<file path="src/rtl/core_pkg.sv">
// Shared constants and types for the core pipeline stages.
package core_pkg;

  localparam int XLEN   = 32;
  localparam int REG_AW = 5;
  localparam int CTRL_W = 16;

  // Source of a resolved operand, highest priority first.
  typedef enum logic [1:0] {
    FWD_ZERO = 2'd0,
    FWD_EX   = 2'd1,
    FWD_MEM  = 2'd2,
    FWD_RF   = 2'd3
  } fwd_sel_e;

endpackage

</file>
<file path="src/rtl/operand_bypass.sv">
// Per-source operand resolution: x0, EX bypass, MEM bypass or register file,
// plus the load-use hazard flag for this source.
module operand_bypass
  import core_pkg::*;
#(
  parameter int XLEN   = core_pkg::XLEN,
  parameter int REG_AW = core_pkg::REG_AW
) (
  input  logic [REG_AW-1:0] idx_i,
  input  logic              use_i,
  input  logic              ex_valid_i,
  input  logic              ex_we_i,
  input  logic              ex_is_load_i,
  input  logic [REG_AW-1:0] ex_rd_i,
  input  logic [XLEN-1:0]   ex_data_i,
  input  logic              mem_valid_i,
  input  logic              mem_we_i,
  input  logic [REG_AW-1:0] mem_rd_i,
  input  logic [XLEN-1:0]   mem_data_i,
  input  logic [XLEN-1:0]   rf_data_i,
  output logic [XLEN-1:0]   operand_o,
  output fwd_sel_e          sel_o,
  output logic              hazard_o
);

  logic ex_match_s;
  logic mem_match_s;

  // Pick the operand source by priority and produce the hazard flag.
  always_comb begin
    ex_match_s  = ex_valid_i & ex_we_i & (ex_rd_i == idx_i) & ~ex_is_load_i;
    mem_match_s = mem_valid_i & mem_we_i & (mem_rd_i == idx_i);
    // A load in EX has no data yet; only a source that is really read stalls.
    hazard_o    = use_i & ex_valid_i & ex_we_i & ex_is_load_i &
                  (ex_rd_i != {REG_AW{1'b0}}) & (ex_rd_i == idx_i);

    if (idx_i == {REG_AW{1'b0}}) begin
      sel_o = FWD_ZERO;
    end else if (ex_match_s) begin
      sel_o = FWD_EX;
    end else if (mem_match_s) begin
      sel_o = FWD_MEM;
    end else begin
      sel_o = FWD_RF;
    end

    case (sel_o)
      FWD_ZERO: operand_o = {XLEN{1'b0}};
      FWD_EX:   operand_o = ex_data_i;
      FWD_MEM:  operand_o = mem_data_i;
      FWD_RF:   operand_o = rf_data_i;
      default:  operand_o = rf_data_i;
    endcase
  end

endmodule

</file>
<file path="src/rtl/operand_fetch_stage.sv">
// ID/EX stage: reads the register file, resolves RAW hazards through EX/MEM
// bypassing or a load-use bubble, and registers operands toward execute.
module operand_fetch_stage
  import core_pkg::*;
#(
  parameter int XLEN   = core_pkg::XLEN,
  parameter int REG_AW = core_pkg::REG_AW,
  parameter int CTRL_W = core_pkg::CTRL_W
) (
  input  logic              clk,
  input  logic              rst,
  input  logic              in_valid,
  output logic              in_ready,
  input  logic [XLEN-1:0]   in_pc,
  input  logic [REG_AW-1:0] in_rs1,
  input  logic [REG_AW-1:0] in_rs2,
  input  logic              in_use_rs1,
  input  logic              in_use_rs2,
  input  logic [REG_AW-1:0] in_rd,
  input  logic              in_rd_we,
  input  logic              in_is_load,
  input  logic [XLEN-1:0]   in_imm,
  input  logic [CTRL_W-1:0] in_ctrl,
  output logic [REG_AW-1:0] rf_rd_idx1,
  output logic [REG_AW-1:0] rf_rd_idx2,
  input  logic [XLEN-1:0]   rf_reg1,
  input  logic [XLEN-1:0]   rf_reg2,
  input  logic              fwd_ex_valid,
  input  logic              fwd_ex_we,
  input  logic              fwd_ex_is_load,
  input  logic [REG_AW-1:0] fwd_ex_rd,
  input  logic [XLEN-1:0]   fwd_ex_data,
  input  logic              fwd_mem_valid,
  input  logic              fwd_mem_we,
  input  logic [REG_AW-1:0] fwd_mem_rd,
  input  logic [XLEN-1:0]   fwd_mem_data,
  input  logic              flush,
  output logic              out_valid,
  input  logic              out_ready,
  output logic [XLEN-1:0]   out_pc,
  output logic [XLEN-1:0]   out_op1,
  output logic [XLEN-1:0]   out_op2,
  output logic [XLEN-1:0]   out_imm,
  output logic [REG_AW-1:0] out_rd,
  output logic              out_rd_we,
  output logic              out_is_load,
  output logic [CTRL_W-1:0] out_ctrl,
  output logic              hazard_stall
);

  logic [XLEN-1:0]   op1_s, op2_s;
  logic              haz1_s, haz2_s, hazard_s, in_ready_s, capture_s;
  fwd_sel_e          sel1_unused_s, sel2_unused_s;

  logic              valid_q, valid_d;
  logic [XLEN-1:0]   pc_q, pc_d, op1_q, op1_d, op2_q, op2_d, imm_q, imm_d;
  logic [REG_AW-1:0] rd_q, rd_d;
  logic              rd_we_q, rd_we_d, is_load_q, is_load_d;
  logic [CTRL_W-1:0] ctrl_q, ctrl_d;

  assign rf_rd_idx1 = in_rs1;
  assign rf_rd_idx2 = in_rs2;

  operand_bypass #(.XLEN(XLEN), .REG_AW(REG_AW)) u_byp1 (
    .idx_i(in_rs1), .use_i(in_use_rs1),
    .ex_valid_i(fwd_ex_valid), .ex_we_i(fwd_ex_we), .ex_is_load_i(fwd_ex_is_load),
    .ex_rd_i(fwd_ex_rd), .ex_data_i(fwd_ex_data),
    .mem_valid_i(fwd_mem_valid), .mem_we_i(fwd_mem_we),
    .mem_rd_i(fwd_mem_rd), .mem_data_i(fwd_mem_data),
    .rf_data_i(rf_reg1), .operand_o(op1_s), .sel_o(sel1_unused_s), .hazard_o(haz1_s)
  );

  operand_bypass #(.XLEN(XLEN), .REG_AW(REG_AW)) u_byp2 (
    .idx_i(in_rs2), .use_i(in_use_rs2),
    .ex_valid_i(fwd_ex_valid), .ex_we_i(fwd_ex_we), .ex_is_load_i(fwd_ex_is_load),
    .ex_rd_i(fwd_ex_rd), .ex_data_i(fwd_ex_data),
    .mem_valid_i(fwd_mem_valid), .mem_we_i(fwd_mem_we),
    .mem_rd_i(fwd_mem_rd), .mem_data_i(fwd_mem_data),
    .rf_data_i(rf_reg2), .operand_o(op2_s), .sel_o(sel2_unused_s), .hazard_o(haz2_s)
  );

  // Upstream handshake: accept when the output slot frees up and no hazard/flush.
  always_comb begin
    hazard_s     = haz1_s | haz2_s;
    in_ready_s   = (~valid_q | out_ready) & ~hazard_s & ~flush;
    capture_s    = in_valid & in_ready_s;
    in_ready     = in_ready_s;
    hazard_stall = in_valid & hazard_s;
  end

  // Next state: flush kills, capture loads all fields, drain clears valid, else hold.
  always_comb begin
    valid_d   = valid_q;
    pc_d      = pc_q;
    op1_d     = op1_q;
    op2_d     = op2_q;
    imm_d     = imm_q;
    rd_d      = rd_q;
    rd_we_d   = rd_we_q;
    is_load_d = is_load_q;
    ctrl_d    = ctrl_q;
    if (flush) begin
      valid_d = 1'b0;
    end else if (capture_s) begin
      valid_d   = 1'b1;
      pc_d      = in_pc;
      op1_d     = op1_s;
      op2_d     = op2_s;
      imm_d     = in_imm;
      rd_d      = in_rd;
      rd_we_d   = in_rd_we;
      is_load_d = in_is_load;
      ctrl_d    = in_ctrl;
    end else if (out_ready) begin
      valid_d = 1'b0;
    end else begin
      valid_d = valid_q;
    end
  end

  // Pipeline registers toward execute.
  always_ff @(posedge clk or negedge rst) begin
    if (!rst) begin
      valid_q   <= 1'b0;
      pc_q      <= {XLEN{1'b0}};
      op1_q     <= {XLEN{1'b0}};
      op2_q     <= {XLEN{1'b0}};
      imm_q     <= {XLEN{1'b0}};
      rd_q      <= {REG_AW{1'b0}};
      rd_we_q   <= 1'b0;
      is_load_q <= 1'b0;
      ctrl_q    <= {CTRL_W{1'b0}};
    end else begin
      valid_q   <= valid_d;
      pc_q      <= pc_d;
      op1_q     <= op1_d;
      op2_q     <= op2_d;
      imm_q     <= imm_d;
      rd_q      <= rd_d;
      rd_we_q   <= rd_we_d;
      is_load_q <= is_load_d;
      ctrl_q    <= ctrl_d;
    end
  end

  assign out_valid   = valid_q;
  assign out_pc      = pc_q;
  assign out_op1     = op1_q;
  assign out_op2     = op2_q;
  assign out_imm     = imm_q;
  assign out_rd      = rd_q;
  assign out_rd_we   = rd_we_q;
  assign out_is_load = is_load_q;
  assign out_ctrl    = ctrl_q;

endmodule
</file>
<file path="config.mk">
export PLATFORM = sky130hd
export DESIGN_NAME = operand_fetch_stage
export DESIGN_NICKNAME = d
export VERILOG_FILES = /design/src/rtl/core_pkg.sv /design/src/rtl/operand_bypass.sv /design/src/rtl/operand_fetch_stage.sv
export SDC_FILE = /design/constraint.sdc
export NUM_CORES = 1
export LEC_CHECK = 0
export BUFFER_PORTS_ARGS = -buffer_cell sky130_fd_sc_hd__buf_2
export CAP_MARGIN = 40
export CORE_AREA = 2 2 162 164
export CTS_BUF_LIST = sky130_fd_sc_hd__clkbuf_4
export CTS_CLUSTER_SIZE = 24
export DETAILED_ROUTE_END_ITERATION = 10
export DIE_AREA = 0 0 164 166
export PLACE_DENSITY_LB_ADDON = 0.1
export SYNTH_ARGS = -nofsm -noshare
export SYNTH_HDL_FRONTEND = slang
export SYNTH_HIERARCHICAL = 1
export SYNTH_SLANG_ARGS = --single-unit
</file>
<file path="constraint.sdc">
create_clock -name clk -period 2.8 [get_ports clk]
set_input_delay 0.28 -clock clk [delete_from_list [all_inputs] [get_ports clk]]
set_output_delay 0.28 -clock clk [all_outputs]
set_load 0.1 [all_outputs]
</file>
# Word level (Yosys, flattened, before mapping)
# Index checks and enable logic that the tools add are counted.
# W data, S select, Z words.
dict set report totals {
  input_bits 247
  out_inout_bits 164
  ff_bits 152
  word_cells 65
}
dict set report classes {
  bitwise_logic 28
  n_eq_ne 10
  muxes 11
  n_reduce_logical 7
}
# op count
set op_table {}
lappend op_table {{$pmux W32 S4} 2}
lappend op_table {{$and A1 B1 Y1} 22}
lappend op_table {{$eq A5 B5 Y1} 4}
lappend op_table {{$logic_not A5 Y1} 2}
lappend op_table {{$eq A2 B2 Y1 const B} 4}
lappend op_table {{$mux W2} 4}
lappend op_table {{$mux W1} 5}
lappend op_table {{$reduce_bool A5 Y1} 1}
lappend op_table {{$eq A2 B1 Y1 const B} 2}
lappend op_table {{$logic_not A2 Y1} 2}
lappend op_table {{$not A1 Y1} 4}
lappend op_table {{$reduce_bool A3 Y1} 1}
lappend op_table {{$or A1 B1 Y1} 2}
lappend op_table {{$reduce_and A2 Y1} 1}

# Logic depth before layout (Yosys ltp)
# Gate-level depths: netlist of run 1.
dict set report depth {
  word_depth 12
  mapped_depth 9
  depth_no_buf 7
}

# Modules after synthesis
# Netlist of run 1, hierarchy kept.
# module seq_area_each_um2 cells_each area_per_inst_um2 n_inst
set modules_own_cells {}
lappend modules_own_cells {operand_fetch_stage 3803.6 335 6058.3 1}
lappend modules_own_cells {operand_bypass 0.0 135 918.4 2}

# Worst setup path after synthesis of run 1
# OpenSTA, ideal clock, no wires.
dict set report synth_path {
  path_type {input port to output port}
  start {in fwd_ex_rd[2]}
  end {out in_ready}
  cell_stages 4
  n_path_buf 0
  t_arrival_ns 4.172
  required_ns 2.520
  slack_ns -1.652
  cell_sequence {or4_1 o211ai_1 nor2_1 nor4b_1}
}
dict set report synth_between {
  elab_chain_len 7
  word_cells_on_any_way 11
  classes_between {2 x eq/ne; 8 x bitwise; 1 x reduce/logical}
}
# item line
set synth_rtl {}
lappend synth_rtl {{start: declaration} operand_fetch_stage.sv:31} ;# input logic [REG_AW-1:0] fwd_ex_rd,
lappend synth_rtl {{$reduce_bool A5 Y1} operand_bypass.sv:35} ;# (ex_rd_i != {REG_AW{1'b0}}) & (ex_rd_i == idx_i);
lappend synth_rtl {{$and A1 B1 Y1} operand_bypass.sv:34} ;# hazard_o = use_i & ex_valid_i & ex_we_i & ex_is_load_i &
lappend synth_rtl {{$and A1 B1 Y1 (*)} operand_bypass.sv:35}
lappend synth_rtl {{via haz2_s} operand_fetch_stage.sv:52} ;# logic haz1_s, haz2_s, hazard_s, in_ready_s, capture_s;
lappend synth_rtl {{$or A1 B1 Y1 (*)} operand_fetch_stage.sv:84} ;# hazard_s = haz1_s | haz2_s;
lappend synth_rtl {{$not A1 Y1 (*)} operand_fetch_stage.sv:85} ;# in_ready_s = (~valid_q | out_ready) & ~hazard_s & ~flush;
lappend synth_rtl {{$and A1 B1 Y1 (*) (2 in series)} operand_fetch_stage.sv:85}
lappend synth_rtl {{end: declaration} operand_fetch_stage.sv:13} ;# output logic in_ready,
# Mark *: on every way through the listed nets, which the timed path passes. The rest lies on a longest branch.

# Worst setup path in the final report of run 1
dict set report layout_path {
  start {in fwd_ex_rd[4]}
  end {out hazard_stall}
}
dict set report layout_between {
  elab_chain_len 5
  word_cells_on_any_way 9
  classes_between {2 x eq/ne; 6 x bitwise; 1 x reduce/logical}
}
# item line
set layout_rtl {}
lappend layout_rtl {{$reduce_bool A5 Y1} operand_bypass.sv:35}
lappend layout_rtl {{$and A1 B1 Y1} operand_bypass.sv:34}
lappend layout_rtl {{$and A1 B1 Y1 (*)} operand_bypass.sv:35}
lappend layout_rtl {{via haz2_s} operand_fetch_stage.sv:52}
lappend layout_rtl {{$or A1 B1 Y1 (*)} operand_fetch_stage.sv:84}
lappend layout_rtl {{$and A1 B1 Y1 (*)} operand_fetch_stage.sv:88} ;# hazard_stall = in_valid & hazard_s;
lappend layout_rtl {{end: declaration} operand_fetch_stage.sv:48} ;# output logic hazard_stall
# Marks and branches as above.

==> metrics.txt, run 1 <==
Final ANT Viol Nets 0; Clock Power Share 16.6%; first-pass GRT wire length 39.5 mm; Worst setup endpoint hazard_stall; CP arrival 1.99 ns; final wirelength 25.8 mm; DRC 0; crit start category input port; worst slew pin tran 0.657 ns; area occupied by multi-input gates 3690 um^2; postcts setup bufs 0; Syn Std Cell Area 7870 um^2; layout cells sized above 1 56.0%; latest clock arrival within the worst-skew pair 0.53 ns; reg2reg start out_valid; setup_tns 0 ns; Starting Density 30.7%; Final Core Density 44.3%; sw frac 53.8%; GRT Resource Usage Total 18.9%; Comb pwr share 52.3%; P_sw 4860 uW; warnings from Yosys 6; maximum clock rate 0.441 GHz; Initial DRC Count 248; met3 GRT Util 6.29%; CTS tree yes; Hold WS 0.132 ns; Tmin final 2.27 ns; Leak 0.00551 uW; maximum clock path buffer count 2; Max H-tree Level 4; initial antenna violation count 6; Die W 164 um; clk_skew 0.0223 ns; syn nets 848; WL per Instance 18.0 um; vias in the first global route 6816; I/O pin cnt 411; CP Max Fanout 4; Power, Total 9030 uW; die height 166 um; GPL Wtd Cong 0.800; largest net degree at the start of global routing 65; CP required 2.52 ns; Int Power 4170 uW; Final Slew Violations 0; TritonRoute pass-1 iters 4; Peak supply drop 0.000439 V; via/cell ratio 4.53; WS Path Type input port to output port; post-DP HPWL 18.0 mm; Hold Path Origin out_ready; period utilisation layout 81.0%; Crit. Startpoint fwd_ex_rd[4]; Final Hold Fails 0; port buffer count 410; clock tree sinks 152; Max-cap violations 0; HP Class input port to flip-flop; clock buffer count from CTS 17; fill cell count 2454; root buf cell clkbuf_4; via count 6490; syn avg cell area 13.1 um^2; RSZ-0062 raised after global routing no; GR Overflow Total 0; Slew headroom 56.2%; Top Usage Layer GRT met2; Area Growth Syn to Fin 44.3%; reg2reg end out_rd[3]; FF-to-FF setup slack 1.25 ns; nature of the critical path endpoint output port; Core Footprint 25600 um^2; PD cells 795 nW/um^2; outcome finished, final reports clean; R2R cell count 4; routing usage on met1 23.3%; met2 usage 31.5%; Reg clk slew, reported paths 0.15 ns; Final setup viols 0; final net count 1328; Core Rows 59; Seq pwr share 31.1%; post-synthesis cell count 601; die footprint 27200 um^2; register area 3800 um^2
[how the worst min path moves through the flow]
stage	end	slack (ns)	cells after the start
after floorplan	out_ctrl[0]	-0.02	0
after global placement	out_op1[13]	0.33	1
after detailed placement	out_op2[11]	0.32	1
after CTS	out_valid	0.06	3
after global routing	out_valid	0.10	3
final	out_valid	0.13	3
[cells in the final DEF, fill, tap and decap left out]
cell type / instances
a21oi_1: 64
nand2_1: 6
bufinv_16: 2
or4_1: 2
dfrtp_1: 152
o21ai_1: 20
o21a_1: 1
nor2_4: 2
o21ai_0: 45
mux2_4: 79
mux2i_1: 64
clkinv_4: 2
o211ai_1: 2
mux2_2: 72
inv_6: 3
buf_2: 409
buf_12: 6
nor2_1: 6
inv_8: 3
nor3_1: 2
nor4b_2: 1
xnor2_1: 10
dlygate4sd3_1: 89
nand2b_1: 1
nand2_4: 1
xor2_1: 10
nor4_2: 2
nand4_1: 2
clkbuf_4: 18
diode_2: 4
nand3_1: 2
nor4b_4: 1
nand3b_1: 2
clkinvlp_4: 3
buf_6: 1
clkinv_1: 1
buf_4: 8
[metal layers]
| layer | vias to the layer above | share of wire (%) |
|---|---|---|
| li1 | 3129 | - |
| met1 | 3087 | 42 |
| met2 | 248 | 48 |
| met3 | 22 | 8.2 |
| met4 | 4 | 1.6 |
| met5 | - | 0.085 |
[timing repair]
action	in CTS	in global routing
gates resized for setup	0	0
hold endpoints to repair	150	0
hold buffers	89	0
endpoints found under the setup margin	0	0
[worst max-delay path, cell delays in order]
cell and delay, ns:
buf_2 0.13, xor2_1 0.17, nor4_2 0.36, nand2_1 0.11
nor2_1 0.30, o21a_1 0.20, buf_2 0.45
[registers in the layout (all words and copies together), names as in the netlist, 5 cells and up]
signal,cells
out_pc,32
out_imm,32
out_op2,32
out_op1,32
out_ctrl,16
out_rd,5
[area by class of cell]
type,instances,area share [%]
antenna,4,0.0882
clock buffer,18,1.19
clock inverter,14,1.44
multi-input combinational,397,32.5
sequential,152,33.5
tap,335,3.69
timing repair buffer,513,27.6
[power by group through the flow]
stage | logic, uW | registers (uW) | clock network, uW
after global placement | 4640 | 2830 | 0
after detailed placement | 4650 | 2830 | 0
final | 4730 | 2800 | 1500
after global routing | 4870 | 2860 | 1660
after floorplan | 785 | 5820 | 0
after CTS | 4750 | 2800 | 1580
[stage by stage]
| stage | area (um^2) | cells | worst slack, ns |
|---|---|---|---|
| 6_report | 11400 | 1433 | 0.532 |
| 5_1_grt | 11400 | 1433 | 0.431 |
| 4_1_cts | 11300 | 1429 | 0.541 |
| 3_5_place_dp | 10200 | 1308 | 0.321 |
| 3_3_place_gp | 10200 | 1308 | 0.340 |
| 2_1_floorplan | 7880 | 601 | 0.370 |
Power figures use the tool's default switching activity.
==> run 2: changes to the inputs <==
clock period = 1.9 ns   (was 2.8 ns; I/O delays follow)
==> run 2 against run 1 <==
Effect of this change:
- the run now ends with setup timing left
- first-iteration DRC count up 2.0%
- clock power up 42%
- via count up 4.6%
- total power up 47%
- critical path depth unchanged
- global-route usage down 0.11 points
- critical path type unchanged
- largest power group unchanged
==> metrics.txt, run 2 (synthesized netlist as in run 1, its figures left out) <==
fill cell count 2441 (-0.53%); period utilisation layout 101%; GPL Wtd Cong 0.793 (-0.81%); reg2reg start out_valid; GRT Resource Usage Total 18.8% (-0.11 points); Buf/Inv on CP 3 (+1); Worst Hold End out_op2[28]; initial antenna violation count 6 (unchanged); Peak supply drop 0.000732 V (+67%); Hold WS 0.0658 ns (-0.0662 ns); reg2reg end out_imm[12]; Tmin final 1.92 ns; Final Hold Fails 0 (unchanged); Die W 164 um (unchanged); Final setup viols 1 (+1); most frequent cells in the layout buf_2 (404), dfrtp_1 (151), dlygate4sd3_1 (97); CP cell instances buf_6 > or4_4 > o211ai_1 > nor2_1 > buf_4 > nor4b_4 > buf_12; maximum clock path buffer count 2 (unchanged); Crit. Startpoint fwd_ex_rd[0]; final wirelength 26.8 mm (+4.2%); Max H-tree Level 4 (unchanged); crit start category input port; via/cell ratio 4.59 (+1.4%); Leak 0.00578 uW (+5.0%); clock buffer count from CTS 17 (unchanged); first-pass GRT wire length 39.4 mm (-0.17%); clk_skew 0.0225 ns (+0.000200 ns); commonest non-fill, non-tap cell in the layout buf_2; port buffer count 410 (unchanged); I/O pin cnt 411 (unchanged); CP arrival 1.73 ns (-0.26 ns); CTS tree yes; CP Max Fanout 3 (-1); largest stage delay on the critical path 0.52 ns (+0.07 ns); GR Overflow Total 0 (unchanged); Final Core Density 46.3% (+2.0 points); Power, Total 13300 uW (+47%); outcome complete, but fails checks; maximum clock rate 0.521 GHz; latest clock arrival within the worst-skew pair 0.56 ns (+0.03 ns); failing checks setup timing; Reg clk slew, reported paths 0.17 ns (+0.02 ns); vias in the first global route 7017 (+2.9%); post-DP HPWL 19.0 mm (+5.8%); PD cells 1120 nW/um^2 (+41%); DRC 0 (unchanged); WL per Instance 18.1 um (+0.92%); Hold Crit Depth 4 (+1); CP max stage cell or4_4; Core Rows 59 (unchanged); Final Slew Violations 0 (unchanged); Starting Density 30.7% (unchanged); worst slew pin tran 0.546 ns (-0.111 ns); die height 166 um (unchanged); Hold Path Origin fwd_ex_data[28]; root buf cell clkbuf_4; Setup WS post-layout -0.0210 ns (-0.553 ns); Area Growth Syn to Fin 50.8%; die footprint 27200 um^2 (unchanged); R2R cell count 4 (unchanged); area occupied by multi-input gates 3710 um^2 (+0.47%); Core Footprint 25600 um^2 (unchanged); TritonRoute pass-1 iters 4 (unchanged); RSZ-0062 raised after global routing yes; WS Path Type input port to output port; crit-path leading delay family simple AND/OR/NAND/NOR gates; Final ANT Viol Nets 0 (unchanged); layout cells sized above 1 57.4% (+1.3 points); CP required 1.71 ns (-0.81 ns); clock tree sinks 152 (unchanged); FF-to-FF setup slack 0.47 ns (-0.78 ns); Max-cap violations 0 (unchanged); HP Class input port to flip-flop; via count 6789 (+4.6%); nature of the critical path endpoint output port; largest net degree at the start of global routing 61 (-6.2%); register area 3800 um^2 (about the same); Initial DRC Count 253 (+2.0%); final net count 1372 (+3.3%); Slew headroom 63.5% (+7.3 points)
[run 2: changes by cell type in the layout (fill, tap and decap cells not counted), moves of 2 or more]
cell           previous run  this run
inv_6                     3         6
buf_6                     1         5
diode_2                   4         6
clkinvlp_4                3         0
buf_2                   409       404
clkbuf_16                 0         2
buf_12                    6        13
buf_4                     8        36
dlygate4sd3_1            89        97
[run 2: layer usage]
layer | wire length (um) | GRT usage, %
met5 | 0 | 0
met4 | 354 | 6.56
met3 | 2180 | 5.12
met2 | 13200 | 32.2
met1 | 11100 | 22.6
[run 2: worst max-delay path by stage]
stage                  endpoint  slack (ns)  cells past startpoint
floorplan              in_ready       -0.35                      4
global placement    out_ctrl[6]       -0.48                      9
detailed placement  out_ctrl[6]       -0.48                      9
CTS                    in_ready       -0.03                      7
global route           in_ready       -0.07                      7
finish                 in_ready       -0.02                      7
[run 2: area by class of cell]
type                    instances  share of cell area, %
flip-flops and latches        152                   32.1
clock buffers                  17                   1.08
diodes                          6                  0.127
repair buffers                557                   30.6
clock inverters                15                   1.34
well taps                     335                   3.53
multi-input cells             397                   31.3
[run 2: repair_timing]
item	4_1_cts	5_1_grt
resized for setup	6	3
setup buffers	2	4
hold buffers	97	0
setup endpoints to repair	1	79
pin swaps	7	2
gates cloned	0	2
hold endpoints to repair	244	0
[run 2: through the flow]
step	cell area, um^2	worst slack (ns)	instances	setup TNS, ns
detailed placement	10500	-0.478	1337	-63.74
floorplan	7910	-0.350	601	-20.83
global placement	10500	-0.485	1337	-65.63
finish	11900	-0.0210	1479	-0.0210
CTS	11800	-0.0303	1467	-0.0303
global route	11900	-0.0732	1479	-0.0732
[run 2: tightest hold or removal path, stage by stage]
cell     delay, ns
buf_2         0.08
o21ai_0       0.07
a21oi_1       0.12
mux2_4        0.15
[run 2: power breakdown]
group / switching (uW) / leakage [uW] / total (uW) / internal (uW)
Clock: 1420 / 0.000158 / 2130 / 711
Combinational: 5490 / 0.00383 / 7050 / 1550
Sequential: 307 / 0.00179 / 4130 / 3820
